[config.mk]
export PLATFORM = sky130hd
export DESIGN_NAME = router_src_arb
export DESIGN_NICKNAME = d
export VERILOG_FILES = /design/src/rtl/router_src_arb.sv
export SDC_FILE = /design/constraint.sdc
export NUM_CORES = 1
export LEC_CHECK = 0
export CAP_MARGIN = 20
export CELL_PAD_IN_SITES_DETAIL_PLACEMENT = 0
export CELL_PAD_IN_SITES_GLOBAL_PLACEMENT = 2
export CORE_MARGIN = 3
export CORE_UTILIZATION = 26
export DETAILED_ROUTE_END_ITERATION = 7
export PLACE_DENSITY_LB_ADDON = 0.1
export SYNTH_ARGS = -nofsm -noshare
export SYNTH_HDL_FRONTEND = slang
export SYNTH_SLANG_ARGS = --single-unit
[constraint.sdc]
create_clock -name clock -period 3.2 [get_ports clock]
set_clock_uncertainty 0.1 [all_clocks]
set_input_delay 0.96 -clock clock [delete_from_list [all_inputs] [get_ports clock]]
set_output_delay 0.96 -clock clock [all_outputs]
set_load 0.1 [all_outputs]
[src/rtl/router_src_arb.sv]
// Packet-level round-robin arbiter placing three byte sources onto the single
// router input; malformed packets are drained from the source and dropped.
module router_src_arb (
  input  logic       clock,
  input  logic       resetn,
  input  logic [2:0] src_valid,
  input  logic [7:0] src_data_0,
  input  logic [7:0] src_data_1,
  input  logic [7:0] src_data_2,
  output logic [2:0] src_ready,
  input  logic       rtr_busy,
  output logic       rtr_pkt_valid,
  output logic [7:0] rtr_data,
  output logic [2:0] grant,
  output logic       drop_pulse,
  output logic       proto_err
);

  typedef enum logic [2:0] {
    ST_IDLE    = 3'd0,
    ST_HEADER  = 3'd1,
    ST_PAYLOAD = 3'd2,
    ST_PARITY  = 3'd3,
    ST_DROP    = 3'd4
  } state_t;

  state_t      state_r;
  state_t      state_nxt_s;
  logic [5:0]  rem_r;
  logic [1:0]  last_r;
  logic [6:0]  drop_left_r;

  logic [2:0]  pick_s;
  logic        pick_found_s;
  logic [1:0]  pick_idx_s;
  logic [7:0]  pick_data_s;
  logic [5:0]  pick_len_s;
  logic        pick_bad_s;
  logic [7:0]  g_data_s;
  logic        g_valid_s;
  logic        active_s;
  logic        ready_g_s;
  logic        xfer_s;

  // {found, index}: first requester in the order last+1, last+2, last (mod 3)
  function automatic logic [2:0] rr_pick(input logic [1:0] last, input logic [2:0] req);
    logic [3:0] req_ext;
    logic [1:0] c1;
    logic [1:0] c2;
    logic [1:0] c3;
    req_ext = {1'b0, req};
    c1 = (last >= 2'd2) ? 2'd0 : last + 2'd1;
    c2 = (c1 == 2'd2) ? 2'd0 : c1 + 2'd1;
    c3 = (c2 == 2'd2) ? 2'd0 : c2 + 2'd1;
    if (req_ext[c1]) begin
      return {1'b1, c1};
    end else if (req_ext[c2]) begin
      return {1'b1, c2};
    end else if (req_ext[c3]) begin
      return {1'b1, c3};
    end else begin
      return 3'b000;
    end
  endfunction

  function automatic logic [2:0] onehot3(input logic [1:0] idx);
    case (idx)
      2'd0:    return 3'b001;
      2'd1:    return 3'b010;
      2'd2:    return 3'b100;
      default: return 3'b000;
    endcase
  endfunction

  function automatic logic [7:0] src_byte(input logic [1:0] idx, input logic [7:0] d0,
                                          input logic [7:0] d1, input logic [7:0] d2);
    case (idx)
      2'd0:    return d0;
      2'd1:    return d1;
      2'd2:    return d2;
      default: return 8'h00;
    endcase
  endfunction

  // Arbitration, header decode and granted-source datapath
  always_comb begin
    logic [1:0] g_idx;
    pick_s       = rr_pick(last_r, src_valid);
    pick_found_s = pick_s[2];
    pick_idx_s   = pick_s[1:0];
    pick_data_s  = src_byte(pick_idx_s, src_data_0, src_data_1, src_data_2);
    pick_len_s   = pick_data_s[7:2];
    pick_bad_s   = (pick_data_s[1:0] == 2'd3) || (pick_len_s == 6'd0);
    case (grant)
      3'b001:  g_idx = 2'd0;
      3'b010:  g_idx = 2'd1;
      3'b100:  g_idx = 2'd2;
      default: g_idx = 2'd3;
    endcase
    g_data_s  = src_byte(g_idx, src_data_0, src_data_1, src_data_2);
    g_valid_s = |(grant & src_valid);
    active_s  = (state_r == ST_HEADER) || (state_r == ST_PAYLOAD) || (state_r == ST_PARITY);
    ready_g_s = (active_s && !rtr_busy) || (state_r == ST_DROP);
    xfer_s    = ready_g_s && g_valid_s;
  end

  // State register
  always_ff @(posedge clock) begin
    if (resetn) begin
      state_r <= ST_IDLE;
    end else begin
      state_r <= state_nxt_s;
    end
  end

  // Next-state logic; every move past IDLE waits for a real handshake
  always_comb begin
    state_nxt_s = state_r;
    case (state_r)
      ST_IDLE: begin
        if (pick_found_s) begin
          state_nxt_s = pick_bad_s ? ST_DROP : ST_HEADER;
        end else begin
          state_nxt_s = ST_IDLE;
        end
      end
      ST_HEADER:  state_nxt_s = xfer_s ? ST_PAYLOAD : ST_HEADER;
      ST_PAYLOAD: state_nxt_s = (xfer_s && (rem_r == 6'd1)) ? ST_PARITY : ST_PAYLOAD;
      ST_PARITY:  state_nxt_s = xfer_s ? ST_IDLE : ST_PARITY;
      ST_DROP:    state_nxt_s = (xfer_s && (drop_left_r == 7'd1)) ? ST_IDLE : ST_DROP;
      default:    state_nxt_s = ST_IDLE;
    endcase
  end

  // Router-side and source-side handshake outputs
  always_comb begin
    src_ready     = ready_g_s ? grant : 3'b000;
    rtr_pkt_valid = (state_r == ST_HEADER) || (state_r == ST_PAYLOAD);
    rtr_data      = active_s ? g_data_s : 8'h00;
  end

  // Grant, counters, round-robin pointer and status flags
  always_ff @(posedge clock) begin
    if (resetn) begin
      rem_r       <= 6'd0;
      last_r      <= 2'd2;
      grant       <= 3'b000;
      drop_left_r <= 7'd0;
      drop_pulse  <= 1'b0;
      proto_err   <= 1'b0;
    end else begin
      drop_pulse <= 1'b0;
      if ((state_r != ST_IDLE) && !g_valid_s) begin
        proto_err <= 1'b1;
      end
      case (state_r)
        ST_IDLE: begin
          if (pick_found_s) begin
            grant       <= onehot3(pick_idx_s);
            rem_r       <= pick_len_s;
            last_r      <= pick_idx_s;
            drop_left_r <= {1'b0, pick_len_s} + 7'd2;
          end
        end
        ST_PAYLOAD: begin
          if (xfer_s) begin
            rem_r <= rem_r - 6'd1;
          end
        end
        ST_PARITY: begin
          if (xfer_s) begin
            grant <= 3'b000;
          end
        end
        ST_DROP: begin
          if (xfer_s) begin
            drop_left_r <= drop_left_r - 7'd1;
            if (drop_left_r == 7'd1) begin
              grant      <= 3'b000;
              drop_pulse <= 1'b1;
            end
          end
        end
        default: ;
      endcase
    end
  end

endmodule

## Word level (Yosys, flattened, before mapping)

Cells that the tools add are included.

| cells by class | value |
|---|---|
| equality and inequality tests | 21 |
| bitwise logic cells | 3 |
| muxes and demuxes | 37 |
| reduce and logical (&&, ||, !) cells | 25 |
| order comparisons | 4 |
| add/subtract/negate cells | 6 |

Operator list:

| cell | count |
|---|---|
| case mux 8 bit (3 select lines) | 2 |
| 2-to-1 mux 3 bit | 11 |
| case mux 3 bit (3 select lines) | 2 |
| case mux 3 bit (5 select lines) | 1 |
| 2-to-1 mux 7 bit | 2 |
| case mux 7 bit (2 select lines) | 1 |
| 2-to-1 mux 6 bit | 2 |
| case mux 6 bit (2 select lines) | 1 |
| == test 2 bit (second input constant) | 5 |
| 2-to-1 mux 2 bit | 5 |
| == test 3 x 2 -> 1 bit (second input constant) | 3 |
| less-than comparator 2 x 3 -> 1 bit (second input constant) | 3 |
| 2-to-1 mux 8 bit | 1 |
| inequality test 2 bit (second input constant) | 4 |
| adder 6 x 2 -> 7 bit (second input constant) | 1 |
| == test 7 x 1 -> 1 bit (second input constant) | 1 |
| subtractor 7 x 1 -> 7 bit (second input constant) | 1 |
| adder 2 x 1 -> 2 bit (second input constant) | 3 |
| binary-select mux 1 bit (select 2 bit) | 3 |
| == test 3 x 1 -> 1 bit (second input constant) | 2 |
| == test 3 bit (second input constant) | 2 |
| == test 6 x 1 -> 1 bit (second input constant) | 1 |
| logical NOT 6 bit | 1 |
| case mux 2 bit (3 select lines) | 1 |
| 18 further kinds | 37 |

| storage, ports and cells | value |
|---|---|
| flip-flop bits (word level) | 23 |
| input port bits | 30 |
| output and inout bits | 17 |
| logic and storage cells | 103 |

## Depth between registers and ports, before layout

| depth | value |
|---|---|
| depth in word-level cells | 18 |
| gate-level depth with buffers | 9 |
| depth with buffers taken out | 8 |

## Worst setup path after synthesis

OpenSTA, ideal clock, no wires.

| path | value |
|---|---|
| path kind | flip-flop to output port |
| from | reg grant[1] |
| to | out rtr_data[0] |
| path buffers | 0 |
| cell stages (with the launch flop) | 4 |
| setup slack | -1136 ps |
| data required time | 2140 ps |
| arrival time | 3276 ps |
| cells stage by stage | dfxtp_1 > nor3b_1 > o21ai_1 > nor2_1 |

| between the ends | value |
|---|---|
| word-level cells in the longest chain between the ends | 5 |
| elaborated cells on any way between the ends | 9 |
| classes of those cells | eq/ne (5); mux (3); reduce/logical (1) |

Ends and longest elaborated chain:

| item | RTL line | source |
|---|---|---|
| from (decl) | 14 | `output logic [2:0] grant,` |
| from (signal assigned) | 159 | `grant <= onehot3(pick_idx_s);` |
| == test 3 bit, or another cell as far along | 94 | `case (grant)` |
| case mux 2 bit (3 select lines) (*) | 94 |  |
| == test 2 bit, or another cell as far along | 77 | `case (idx)` |
| case mux 8 bit (3 select lines) (*) | 77 |  |
| 2-to-1 mux 8 bit (*) | 139 | `rtr_data = active_s ? g_data_s : 8'h00;` |
| to (decl) | 13 | `output logic [7:0] rtr_data,` |

Mark *: on every way between the ends. The rest lies on a longest branch, timed or not.

## Final worst setup path

| path | value |
|---|---|
| from | in src_data_2[0] |
| to | out rtr_data[0] |

| between the ends | value |
|---|---|
| word-level cells in the longest chain between the ends | 2 |

Ends and longest elaborated chain:

| item | RTL line | source |
|---|---|---|
| from (decl) | 9 | `input logic [7:0] src_data_2,` |
| case mux 8 bit (3 select lines) | 77 |  |
| 2-to-1 mux 8 bit | 139 |  |

No other way between the ends.

==> impl_results.md <==
* Total power at 2.010 mW
* Post-DP Area at 2653 um^2
* FMAX at 319.9 MHz
* Global route overflow at 0
* Fin util at 0.4251
* 1st-iter DRT viols at 115
* Vias per cell at 5.164
* Crit path max fanout at 2
* Maximum VDD drop at 0.2631 mV
* CP endpoint kind: primary output
* DR WL/cell at roughly 15 um
* Worst r2r src: last_r[1]$_SDFFE_PP1P_
* ANT nets after route at 0
* Post-synth top area cell: dfxtp_1
* Crit path kind: in2out
* Seq/Total Area, Yosys at 0.2655
* Crit path DAT at between 2 and 2.5 ns
* Syn nets at roughly 280
* Leakage Power at 1.092 nW
* DR vias at roughly 2000
* Area growth, synth to finish at 57.43%
* Hold Vio Cnt, Final at 0
* Initial Utilization at 0.2700
* Worst skew pair latency at 0.27 ns
* Post-Synthesis Cells at 244
* Fillers at 654
* CP Launch Type: input port
* Die width at 87.67 um
* Net switching power figure at 1.027 mW
* Synth cell count leaders: nor2_1, dfxtp_1, a21oi_1
* YS warnings at 0
* Row count at 29
* Final Cell Area at 2730 um^2
* Yosys top cell area share at 0.2655
* Yosys cell types at 42
* Net Sw Frac at 0.5110
* Mapped Area at roughly 1700 um^2
* Worst-Margin Slew at 0.5852 ns
* Share of layout cells above drive strength 1 at 0.2420
* Final-report setup violation count at 0
* Total Die Area at 7686 um^2
* Synthesized flop and latch total at 23
* Crit path launch: src_data_2[0]
* Core area at 6422 um^2
* Fin nets at 350
* Root Driver: clkbuf_8
* GP Congestion at 0.7562
* TritonCTS Buffers at 3
* CTS Hold Bufs at 0
* Top-count cell post-synth: nor2_1
* Main area contributors after synthesis: dfxtp_1, nor2_1, a21oi_1, a22oi_1, a222oi_1
* IO Port Bufs at 46
* WHS at 0.3842 ns
* PD cells at 736.2 nW/um^2
* Register area at between 400 and 500 um^2
* Comb power frac at 0.662
* Hold Path Class: reg2reg
* Clock power share at 0.092
* Htree depth at 1
* Number of global-route vias before repair at 1900
* Largest net degree at the start of global routing at 20
* Post-DP HPWL at 4726 um
* Multi-input combinational cell area at 1289 um^2
* Tmin final at 3.126 ns
* Syn_area_per_cell at 7.107 um^2
* Top_reg_cell synth: dfxtp_1
* Final slew viol count at 0
* Asr flop ratio synth at 0
* # DRC at 0
* Max_cap viols at 0
* Global-route wire length before repair at slightly below 10000 um
* TritonCTS clock tree: built
* GRT Overall Usage at 0.1584
* Slew headroom at 0.6099
* Final period util at 0.9767
* Clk sinks at 23
* Status: complete, no violations
* Clock Path Buffers at 2
* Hold wc startpoint: rem_r[5]$_SDFFE_PP0P_
* Drt total wl at 5953 um
* RSZ-0062 raised after global routing: false
* Worst EP required at 2.14 ns
* N_diodes at 0
* Clock transition at path regs at 0.08 ns
* Number of synthesized flops with an enable pin at 0
* Antenna violations before repair at 0
* TritonRoute pass-1 iters at 5
* # IOs at 47
* Seq pwr share at 0.245
* Int Pwr at between 0.9 and 1 mW
* DIE HEIGHT at a little under 90 um
-- cells by family (layout without fill, tap and decap cells) --
logic type                 after synthesis  after routing  share of synthesized area
muxes                                    3              3                    0.01732
xor gates and xnor gates                 5              5                    0.02526
and+or+nand+nor                        103            103                     0.2792
adders and majority gates                5              5                    0.03608
buffers and inverters                   22             92                    0.04833
DFF                                     23             23                     0.2655
AOI/OAI and AO/OA                       83             83                     0.3283
-- power by group through the flow --
stage | Sequential [mW] | Clock, mW | Combinational [mW]
floorplan | 0.557 | 0 | 0.832
global placement | 0.501 | 0 | 1.33
detailed placement | 0.500 | 0 | 1.31
CTS | 0.493 | 0.196 | 1.33
global route | 0.512 | 0.211 | 1.46
finish | 0.493 | 0.186 | 1.33
-- cells in the final DEF, fill, tap and decap left out, types with 3 or more instances in the layout --
cell type and count:
and2_4 3, mux2i_1 3, dfxtp_1 20, ha_1 5, inv_1 9, nor2_4 8, xnor2_1 3, clkbuf_8 3
nand3_1 4, a21oi_2 4, nor3_1 6, nand2_1 14, a22oi_1 12, nor2_1 40, clkdlybuf4s50_1 28, nand2b_1 3
or3_1 5, dfxtp_2 3, a21oi_1 18, nor2b_1 5, o21ai_0 13, buf_4 39, nor4_1 4, nor3b_1 4
a222oi_1 7, a22o_1 5, o2bb2ai_1 3, buf_12 11
-- flip-flops by register name, indices dropped and copies added, names as in the netlist --
signal / flops
drop_left_r: 7
rem_r: 6
grant: 3
state_r: 3
last_r: 2
drop_pulse: 1
proto_err: 1
-- layer usage --
layer / routed length [um] / global-route usage
met5: 0 / 0
met4: 23 / 0.02510
met3: 279 / 0.02352
met2: 2803 / 0.2438
met1: 2846 / 0.2364
-- what timing repair did --
action / in CTS / in global routing
buffers inserted: 1 / 0
gates resized for setup: 5 / 6
pin swaps: 2 / 1
endpoints found under the setup margin: 3 / 9
hold endpoints to repair: 0 / 0
-- through the flow --
step / setup WS [ns] / TNS (ns) / cells
global route: 0.005094 / 0 / 391
CTS: 0.06233 / 0 / 391
detailed placement: -0.2047 / -1.350 / 386
finish: 0.07442 / 0 / 391
global placement: -0.1504 / -0.9698 / 386
floorplan: 0.007729 / 0 / 244
-- critical path: stages --
cell	delay, ns
clkdlybuf4s50_1	0.43
a22oi_1	0.18
nor2_1	0.05
a21oi_1	0.22
nor2_4	0.06
buf_12	0.16
-- final timing paths --
kind	cells past startpoint	slack, ns	end
worst min-delay path	2	0.38	rem_r[5]$_SDFFE_PP0P_
worst max register to register	8	1.00	drop_left_r[2]$_SDFFE_PP0P_
worst max-delay path	6	0.07	rtr_data[0]
worst min register to register	2	0.38	rem_r[5]$_SDFFE_PP0P_
-- layout make-up --
class	instances	area share
Multi-Input combinational cell	199	0.4720
Timing Repair Buffer	79	0.2938
Sequential cell	23	0.1700
Tap cell	77	0.03529
Clock buffer	4	0.01650
Inverter	9	0.01237
Note: power is estimated with default switching activity, not from simulation.
